### src/rtl/fpga_robots_game_beeper_pkg.sv
// Shared definitions for the attention beeper: FSM encoding, default timing
// constants and the triangle shaping used by the tone generator.
package fpga_robots_game_beeper_pkg;

  typedef enum logic [1:0] {
    ST_IDLE = 2'd0,
    ST_TONE = 2'd1,
    ST_GAP  = 2'd2
  } state_t;

  localparam int          DEF_QDEPTH       = 4;
  localparam int          DEF_SHORT_FRAMES = 15;
  localparam int          DEF_LONG_FRAMES  = 45;
  localparam int          DEF_GAP_FRAMES   = 3;
  localparam logic [15:0] DEF_SHORT_INC    = 16'd63;
  localparam logic [15:0] DEF_LONG_INC     = 16'd31;

  // Folding the upper half of the sawtooth back down gives a triangle.
  function automatic logic [14:0] tri_amp(input logic [15:0] phase);
    return phase[15] ? ~phase[14:0] : phase[14:0];
  endfunction

endpackage

### src/rtl/fpga_robots_game_beeper_fifo.sv
// 1-bit request queue; pushes are dropped when full even if a pop happens in
// the same cycle, pops on empty are ignored.
module fpga_robots_game_beeper_fifo #(
  parameter int DEPTH = 4
) (
  input  logic clk,
  input  logic rst,
  input  logic push,
  input  logic din,
  input  logic pop,
  output logic dout,
  output logic full,
  output logic empty
);

  localparam int AW = $clog2(DEPTH);

  logic [DEPTH-1:0] mem;
  logic [AW:0]      wr_ptr;
  logic [AW:0]      rd_ptr;
  logic             do_push;
  logic             do_pop;

  // Extra pointer MSB distinguishes full from empty when the indices match.
  assign empty   = (wr_ptr == rd_ptr);
  assign full    = (wr_ptr[AW] != rd_ptr[AW]) && (wr_ptr[AW-1:0] == rd_ptr[AW-1:0]);
  assign do_push = push && !full;
  assign do_pop  = pop && !empty;
  assign dout    = mem[rd_ptr[AW-1:0]];

  always_ff @(posedge clk) begin
    if (rst) begin
      wr_ptr <= '0;
      rd_ptr <= '0;
    end else begin
      if (do_push) wr_ptr <= wr_ptr + 1'b1;
      if (do_pop)  rd_ptr <= rd_ptr + 1'b1;
    end
  end

  always_ff @(posedge clk) begin
    if (do_push) mem[wr_ptr[AW-1:0]] <= din;
  end

endmodule

### src/rtl/fpga_robots_game_beeper.sv
// Attention beeper: queues short/long requests and plays each as a frame-timed
// triangle tone followed by a silent gap, with a 1-bit sigma-delta audio output.
module fpga_robots_game_beeper
  import fpga_robots_game_beeper_pkg::*;
#(
  parameter int          QDEPTH       = DEF_QDEPTH,
  parameter int          SHORT_FRAMES = DEF_SHORT_FRAMES,
  parameter int          LONG_FRAMES  = DEF_LONG_FRAMES,
  parameter int          GAP_FRAMES   = DEF_GAP_FRAMES,
  parameter logic [15:0] SHORT_INC    = DEF_SHORT_INC,
  parameter logic [15:0] LONG_INC     = DEF_LONG_INC
) (
  input  logic clk,
  input  logic rst,
  input  logic want_attention_short,
  input  logic want_attention_long,
  input  logic framepulse,
  input  logic tick,
  output logic attention,
  output logic audio,
  output logic busy,
  output logic overflow
);

  localparam logic [5:0] SHORT_F = 6'(SHORT_FRAMES);
  localparam logic [5:0] LONG_F  = 6'(LONG_FRAMES);
  localparam logic [5:0] GAP_F   = 6'(GAP_FRAMES);

  state_t      state;
  logic [5:0]  frame_cnt;
  logic [15:0] phase;
  logic [15:0] inc;
  logic [14:0] amp;
  logic [14:0] acc;
  logic        req;
  logic        pop;
  logic        fifo_dout;
  logic        fifo_full;
  logic        fifo_empty;
  logic        last_frame;

  // A simultaneous short+long collapses to one long entry.
  assign req = want_attention_short | want_attention_long;

  fpga_robots_game_beeper_fifo #(
    .DEPTH (QDEPTH)
  ) u_fifo (
    .clk   (clk),
    .rst   (rst),
    .push  (req),
    .din   (want_attention_long),
    .pop   (pop),
    .dout  (fifo_dout),
    .full  (fifo_full),
    .empty (fifo_empty)
  );

  assign last_frame = framepulse && (frame_cnt == 6'd1);

  // The next tone starts straight from IDLE, or back-to-back at the end of a gap.
  assign pop = !fifo_empty &&
               ((state == ST_IDLE) || ((state == ST_GAP) && last_frame));

  assign amp  = (state == ST_TONE) ? tri_amp(phase) : 15'd0;
  assign busy = (state != ST_IDLE) || !fifo_empty;

  always_ff @(posedge clk) begin
    if (rst) begin
      state     <= ST_IDLE;
      frame_cnt <= '0;
      phase     <= '0;
      inc       <= '0;
      attention <= 1'b0;
    end else if (pop) begin
      // Loading takes priority; a framepulse in this cycle is not counted.
      state     <= ST_TONE;
      attention <= 1'b1;
      frame_cnt <= fifo_dout ? LONG_F : SHORT_F;
      inc       <= fifo_dout ? LONG_INC : SHORT_INC;
      phase     <= '0;
    end else begin
      unique case (state)
        ST_IDLE: begin
          attention <= 1'b0;
        end
        ST_TONE: begin
          if (tick) phase <= phase + inc;
          if (last_frame) begin
            state     <= ST_GAP;
            attention <= 1'b0;
            frame_cnt <= GAP_F;
          end else if (framepulse) begin
            frame_cnt <= frame_cnt - 6'd1;
          end
        end
        ST_GAP: begin
          if (last_frame) begin
            state <= ST_IDLE;
          end else if (framepulse) begin
            frame_cnt <= frame_cnt - 6'd1;
          end
        end
        default: begin
          state     <= ST_IDLE;
          attention <= 1'b0;
        end
      endcase
    end
  end

  // First-order sigma-delta: the carry out of the accumulator is the bitstream.
  always_ff @(posedge clk) begin
    if (rst) begin
      acc      <= '0;
      audio    <= 1'b0;
      overflow <= 1'b0;
    end else begin
      {audio, acc} <= {1'b0, acc} + {1'b0, amp};
      overflow     <= req && fifo_full;
    end
  end

endmodule

### config.mk
export PLATFORM = sky130hd
export DESIGN_NAME = fpga_robots_game_beeper
export DESIGN_NICKNAME = d
export VERILOG_FILES = /design/src/rtl/fpga_robots_game_beeper_pkg.sv /design/src/rtl/fpga_robots_game_beeper_fifo.sv /design/src/rtl/fpga_robots_game_beeper.sv
export SDC_FILE = /design/constraint.sdc
export NUM_CORES = 1
export LEC_CHECK = 0
export BUFFER_PORTS_ARGS = -buffer_cell sky130_fd_sc_hd__buf_2
export CAP_MARGIN = 20
export CELL_PAD_IN_SITES_DETAIL_PLACEMENT = 2
export CELL_PAD_IN_SITES_GLOBAL_PLACEMENT = 2
export CORE_ASPECT_RATIO = 0.5
export CORE_MARGIN = 8
export CORE_UTILIZATION = 42
export CTS_CLUSTER_SIZE = 30
export DETAILED_ROUTE_END_ITERATION = 8
export PLACE_DENSITY = 0.8
export SYNTH_ARGS = -nofsm -noshare
export SYNTH_HDL_FRONTEND = slang
export SYNTH_SLANG_ARGS = --single-unit
### constraint.sdc
create_clock -name clk -period 7.65 [get_ports clk]
set_input_delay 1.53 -clock clk [delete_from_list [all_inputs] [get_ports clk]]
set_output_delay 1.53 -clock clk [all_outputs]
set_load 0.02 [all_outputs]
# --- After elaboration in Yosys (flattened, before gate mapping) ---
# Cells that the tools add are included.
# Widths: inputs -> output; s select.
totals:
  ram_bits: 0
  input_bits: 6
  word_cells: 78
  register_bits: 68
  n_memories: 0
  output_inout_bits: 4
  mem_bits_ro: 0
  latchBits: 0
classes:
  reduce_logical: 21
  eq_ne: 13
  div: 0
  n_shift: 0
  addsub: 5
  mux: 21
  bitwise: 3
  multipliers: 0
  order_cmp: 3
ops:
  columns: ["operator", "n"]
  rows:
  - ["$mux 6", 6]
  - ["$mux 15", 2]
  - ["$add 15x15->16", 1]
  - ["$add 16x16->16", 1]
  - ["$not 15->15", 1]
  - ["$pmux 6 s2", 1]
  - ["$ne 3x2->1 const B", 3]
  - ["$logic_and 1x1->1", 8]
  - ["$add 3x1->3 const B", 2]
  - ["$eq 6x1->1 const B", 1]
  - ["$lt 2x3->1 const B", 2]
  - ["$pmux 2 s3", 1]
  - ["$reduce_and 2->1", 3]
  - ["$reduce_and 3->1", 2]
  - ["$sub 6x1->6 const B", 1]
  - ["$mux 1", 5]
  - ["$bwmux 4", 1]
  - ["$mux 2", 2]
  - ["$ne 2x1->1 const B", 2]
  - ["$ne 2x2->1 const B", 2]
  - ["$eq 3x3->1", 1]
  - ["$reduce_bool 3->1", 1]
  - ["$bmux 1 s2", 1]
  - ["$demux 1 s2", 1]
  - ["other kinds (13)", 15]

# --- Depth between registers and ports, before layout ---
logic_depth:
  ltp_word: 7
  ltp_mapped: 11
  ltp_nobuf: 10

# --- Cells and area by module ---
# Synthesis repeated with hierarchy kept, for this count alone.
unflattened:
  hier_cells: 452
  hier_area_um2: 3787.4
by_module_without_submodules:
  columns: ["mod", "cells_each", "seq_area_each_um2", "area_per_inst_um2", "n_inst"]
  rows:
  - ["fpga_robots_game_beeper", 378, 880.8, 3069.2, 1]
  - ["fpga_robots_game_beeper_fifo", 74, 240.2, 718.2, 1]

# --- Worst setup path after synthesis ---
# No wires, ideal clock.
synth_path:
  path_kind: "register to register"
  startpoint: "reg phase[15]"
  endpoint: "reg acc[14]"
  period_less_slack_ns: 3.123
  required_time_ns: 7.529
  setup_slack_ns: 4.527
  path_buffers: 2
  setup_time_ns: 0.121
  t_arrival_ns: 3.002
  stages_incl_launch_ff: 12
  cell_sequence: "dfxtp_1 -> clkbuf_1 -> buf_1 -> xnor2_1 -> nor2_1 -> fa_1 -> a21oi_1 -> o21ai_0 -> a21oi_1 -> o31ai_1 -> a311oi_1 -> mux2_2"
synth_between:
  elab_chain_cells: 3
synth_lines:
  columns: ["element", "line", "source"]
  rows:
  - ["start, declared", "fpga_robots_game_beeper.sv:31", "logic [15:0] phase;"]
  - ["start signal, assigned", "fpga_robots_game_beeper.sv:87", "if (tick) phase <= phase + inc;"]
  - ["$mux 15", "fpga_robots_game_beeper_pkg.sv:20", "return phase[15] ? ~phase[14:0] : phase[14:0];"]
  - ["$mux 15", "fpga_robots_game_beeper.sv:64", "assign amp = (state == ST_TONE) ? tri_amp(phase) : 15'd0;"]
  - ["$add 15x15->16", "fpga_robots_game_beeper.sv:118", "{audio, acc} <= {1'b0, acc} + {1'b0, amp};"]
  - ["end signal, assigned", "fpga_robots_game_beeper.sv:118", null]
  - ["end, declared", "fpga_robots_game_beeper.sv:34", "logic [14:0] acc;"]
# Every way passes these cells.
# A chain may end at the register's enable or synchronous reset.

# --- Worst setup path in the final report ---
layout_path:
  startpoint: "reg state[1]"
  endpoint: "reg acc[14]"
layout_between:
  elab_chain_cells: 3
layout_lines:
  columns: ["element", "line", "source"]
  rows:
  - ["start, declared", "fpga_robots_game_beeper.sv:29", "state_t state;"]
  - ["start signal, assigned", "fpga_robots_game_beeper.sv:69", "state <= ST_IDLE;"]
  - ["start signal, assigned", "fpga_robots_game_beeper.sv:76", "state <= ST_TONE;"]
  - ["start signal, assigned", "fpga_robots_game_beeper.sv:89", "state <= ST_GAP;"]
  - ["$eq 2x1->1", "fpga_robots_game_beeper.sv:64", null]
  - ["$mux 15", "fpga_robots_game_beeper.sv:64", null]
  - ["$add 15x15->16", "fpga_robots_game_beeper.sv:118", null]
# Every way passes these cells.

==> impl_metrics.py <==
metrics = {
    "critical_path": {
        "delay_of_the_slowest_cell_on_the_worst_path_ns": 0.58,
        "r2r_path_start": "state[1]",
        "cp_max_fo": 16,
        "reg2reg_setup_slack_ns": 3.99,
        "timing.critical_path.from": "state[1]",
        "timing.critical_path.to_type": "flip-flop",
        "timing.setup.critical_path_class": "flip-flop to flip-flop",
        "cp_common_cell": "a21oi_1",
        "worst_ep_arrival_time_ns": 3.84,
        "worst_path_cell_trace": "nand2b_1, nor2_1, ha_1, fa_1, a21oi_1, o21ai_0, a21oi_1, o31ai_1, a311oi_1, mux2_2",
        "r2r_cells": 10,
        "cp_slowest_cell": "dfxtp_1",
        "timing.critical_path.from_type": "flip-flop",
        "critical_path.n_buffers_inverters": 0,
        "worst_path_dominant_cell_family": "compound AO/OA/AOI/OAI gates",
        "cp_data_required_time_ns": 7.83,
        "reg2reg_to": "acc[14]",
    },
    "power": {
        "p_comb_share_pct": 37.6,
        "post-layout-total-power_w": 0.001026,
        "power.internal_w": 0.0006199,
        "fraction_of_power_spent_switching_nets_pct": 39.56,
        "seq_power_share_pct": 36.8,
        "pwr-share-clk_pct": 25.6,
        "peak_supply_drop_mv": 0.1584,
        "p_switching_w": 0.0004058,
        "power_leakage_nw": 1.427,
        "power.density_nw_per_um2": 281.4,
    },
    "finish": {
        "nNetsFinal": 421,
        "fillerInstances": 885,
        "syn2layout_area_growth_pct": 8.129,
        "post_route_cells_drive_above_1_share_pct": 9.326,
        "diodes": 0,
    },
    "synth": {
        "post-synth-top-area-fraction_pct": 29.70,
        "netlist_top_cells_area": "dfxtp_1, ha_1, xnor2_1",
        "synthesized_netlist_net_count": 421,
        "synth_sequential_area_ratio_pct": 33.26,
        "dominant_register_cell_in_the_synthesized_netlist": "dfxtp_1",
        "yosysUniqueCellTypes": 64,
        "avgSynthCellArea_um2": 8.755,
        "post-synth-top-count-cell": "nor2_1",
        "post_synthesis_sequential_element_count": 54,
        "yosysWarnings": 0,
        "netlist_area_pre_place_um2": 3371,
        "netlist.top_cell.by_area": "dfxtp_1",
        "number_of_synthesized_flops_with_an_enable_pin": 4,
        "netlist_top_cells_count": "nor2_1, dfxtp_1, xnor2_1",
        "gate_count_of_the_mapped_netlist": 385,
        "proportion_of_register_bits_with_asynchronous_set_or_reset_after_synthesis_pct": 0,
    },
    "timing": {
        "drv_slew": 0,
        "rsz0062_at_grt": "false",
        "fin_crit_sh_pct": 47.85,
        "finalSetupViolations": 0,
        "timing_worst_slew_pin_value_ns": 0.8041,
        "final.setup.worst_slack_ns": 3.990,
        "final_hold_viol_count": 0,
        "fin_skew_ns": 0.005097,
        "timing.final.crit_period_ns": 3.660,
        "maxClockFrequency_ghz": 0.2732,
        "timing.setup.tns_ns": 0,
        "slew_headroom_pct": 46.32,
    },
    "floorplan": {
        "die_h_um": 79.35,
        "die-width_um": 142.7,
        "coreArea_um2": 7885,
        "die-area_um2": 11320,
        "io_pins": 10,
        "placementRows": 23,
        "start_util_pct": 42.75,
    },
    "clocking": {
        "cts_htree_levels": 2,
        "path_clk_slew_ns": 0.07,
        "clock_sinks": 54,
        "insertion_delay_ns": 0.30,
        "post-cts-setup-buffer-count": 0,
        "cts_inserted_buffers": 5,
        "clock-root-buffer": "clkbuf_16",
        "cts_max_path_buffers": 2,
        "clock_tree_from_tritoncts": "yes",
        "postCtsHoldBufs": 0,
        "cts_repair_resize_count": 0,
    },
    "global_routing": {
        "first_global_vias": 3038,
        "grt_usage_pct": 16.33,
        "antenna_found_initial": 0,
        "gr-usage-met1_pct": 19.33,
        "wire_length_of_the_first_global_routing_pass_mm": 14.79,
        "grt_start_max_net_pins": 39,
        "groute.layer.met3.usage_pct": 3.469,
        "grt_busiest_layer": "met2",
        "met2_usage_pct": 29.76,
        "grt_remaining_overflow": 0,
    },
    "placed_design": {
        "dp.final_hpwl_mm": 6.646,
        "port_buffers": 9,
        "preCtsSetupSlack_ns": 4.101,
        "gp_routability_congestion": 0.8122,
    },
    "route": {
        "route.detailed.vias_per_inst": 5.446,
        "drc": 0,
        "detailedRoute.firstIterationViolations": 60,
        "drt_pre_antenna_iters": 4,
        "postRouteWirelength_mm": 8.786,
        "wl_per_cell_um": 17.64,
        "drt.antenna.violating_nets": 0,
        "vias": 2712,
    },
    "min_path": {
        "min_from": "frame_cnt[3]",
        "whs_path_depth": 2,
        "hold_end": "frame_cnt[3]",
        "worstHoldPathType": "flip-flop to flip-flop",
    },
    "status": {
        "status": "completed",
    },
    "job": {
        "max_cap_violations": 0,
    },
}
## worst max-delay path by stage
stage / slack (ns) / to / depth (start not counted)
after floorplan: 4.53 / acc[14] / 11
after global placement: 4.35 / phase[8] / 6
after detailed placement: 4.10 / acc[14] / 10
after CTS: 3.97 / acc[14] / 10
after global routing: 3.73 / acc[14] / 10
final: 3.99 / acc[14] / 10
## metal layers
layer	part of all wire, %	vias up
li1	-	1335
met1	47	1350
met2	49	20
met3	2.4	7
met4	0.88	0
met5	0	-
## state kept, by name, indices dropped and copies added (netlist names)
| signal | cells |
|---|---|
| phase | 16 |
| acc | 15 |
| frame_cnt | 6 |
| u_fifo.mem | 4 |
| u_fifo.rd_ptr | 3 |
| u_fifo.wr_ptr | 3 |
| inc | 2 |
| state | 2 |
| attention | 1 |
| audio | 1 |
| overflow | 1 |
## cell type report
| cell class | count | area [um2] | area share [%] |
|---|---|---|---|
| inverter | 8 | 30.03 | 0.8239 |
| clock inverter | 3 | 40.04 | 1.099 |
| tap | 112 | 140.1 | 3.845 |
| timing repair buffer | 9 | 45.04 | 1.236 |
| sequential | 54 | 1121 | 30.76 |
| multi-input combinational | 307 | 2143 | 58.81 |
| clock buffer | 5 | 125.1 | 3.433 |
## power by group through the flow
stage	registers (W)	clock network [W]	logic, W
after floorplan	0.000364	0	0.000315
after global placement	0.000379	0	0.000365
after detailed placement	0.000384	0	0.000388
after CTS	0.000378	0.000270	0.000391
after global routing	0.000384	0.000284	0.000427
final	0.000377	0.000262	0.000386
## layout by cell type, fill, tap and decap left out, types with 4 or more instances in the layout
cell type and n:
xor2_1 8, nor2_1 66, dfxtp_1 50, nand2_1 26, clkbuf_16 5, a21oi_1 32, a31oi_1 4, a211oi_1 4
nor2b_1 7, o21ai_0 8, a21o_1 8, buf_2 9, or3_1 8, nor3_1 8, inv_1 8, xnor2_1 34
ha_1 28, and2_1 5, edfxtp_1 4
## per-stage QoR
stage          std cells  hold slack [ns]  cell area [um2]  utilization (%)
6_report             498           0.5130             3645            46.22
5_1_grt              498           0.5342             3645            46.22
4_1_cts              498           0.5145             3645            46.22
3_5_place_dp         490           0.4998             3480            44.13
3_3_place_gp         490           0.4813             3480            44.13
2_1_floorplan        385           0.4569             3371                -
## logic make-up after synthesis
| family | count (synthesis) | synth area share, % |
|---|---|---|
| AO/OA/AOI/OAI | 80 | 16.26 |
| XOR/XNOR | 44 | 11.88 |
| adder cells (fa/ha/maj) | 30 | 11.58 |
| buffers and inverters | 24 | 3.155 |
| flip-flops | 54 | 33.26 |
| multiplexers | 4 | 1.893 |
| AND/OR/NAND/NOR | 149 | 21.98 |
## worst register-to-register path, cell delays in order (launching register included)
cell and delay (ns):
dfxtp_1 0.58, nand2b_1 0.54, nor2_1 0.15, ha_1 0.24, fa_1 0.42, a21oi_1 0.25
o21ai_0 0.13, a21oi_1 0.31, o31ai_1 0.20, a311oi_1 0.37, mux2_2 0.37
Power figures use the tool's default switching activity.
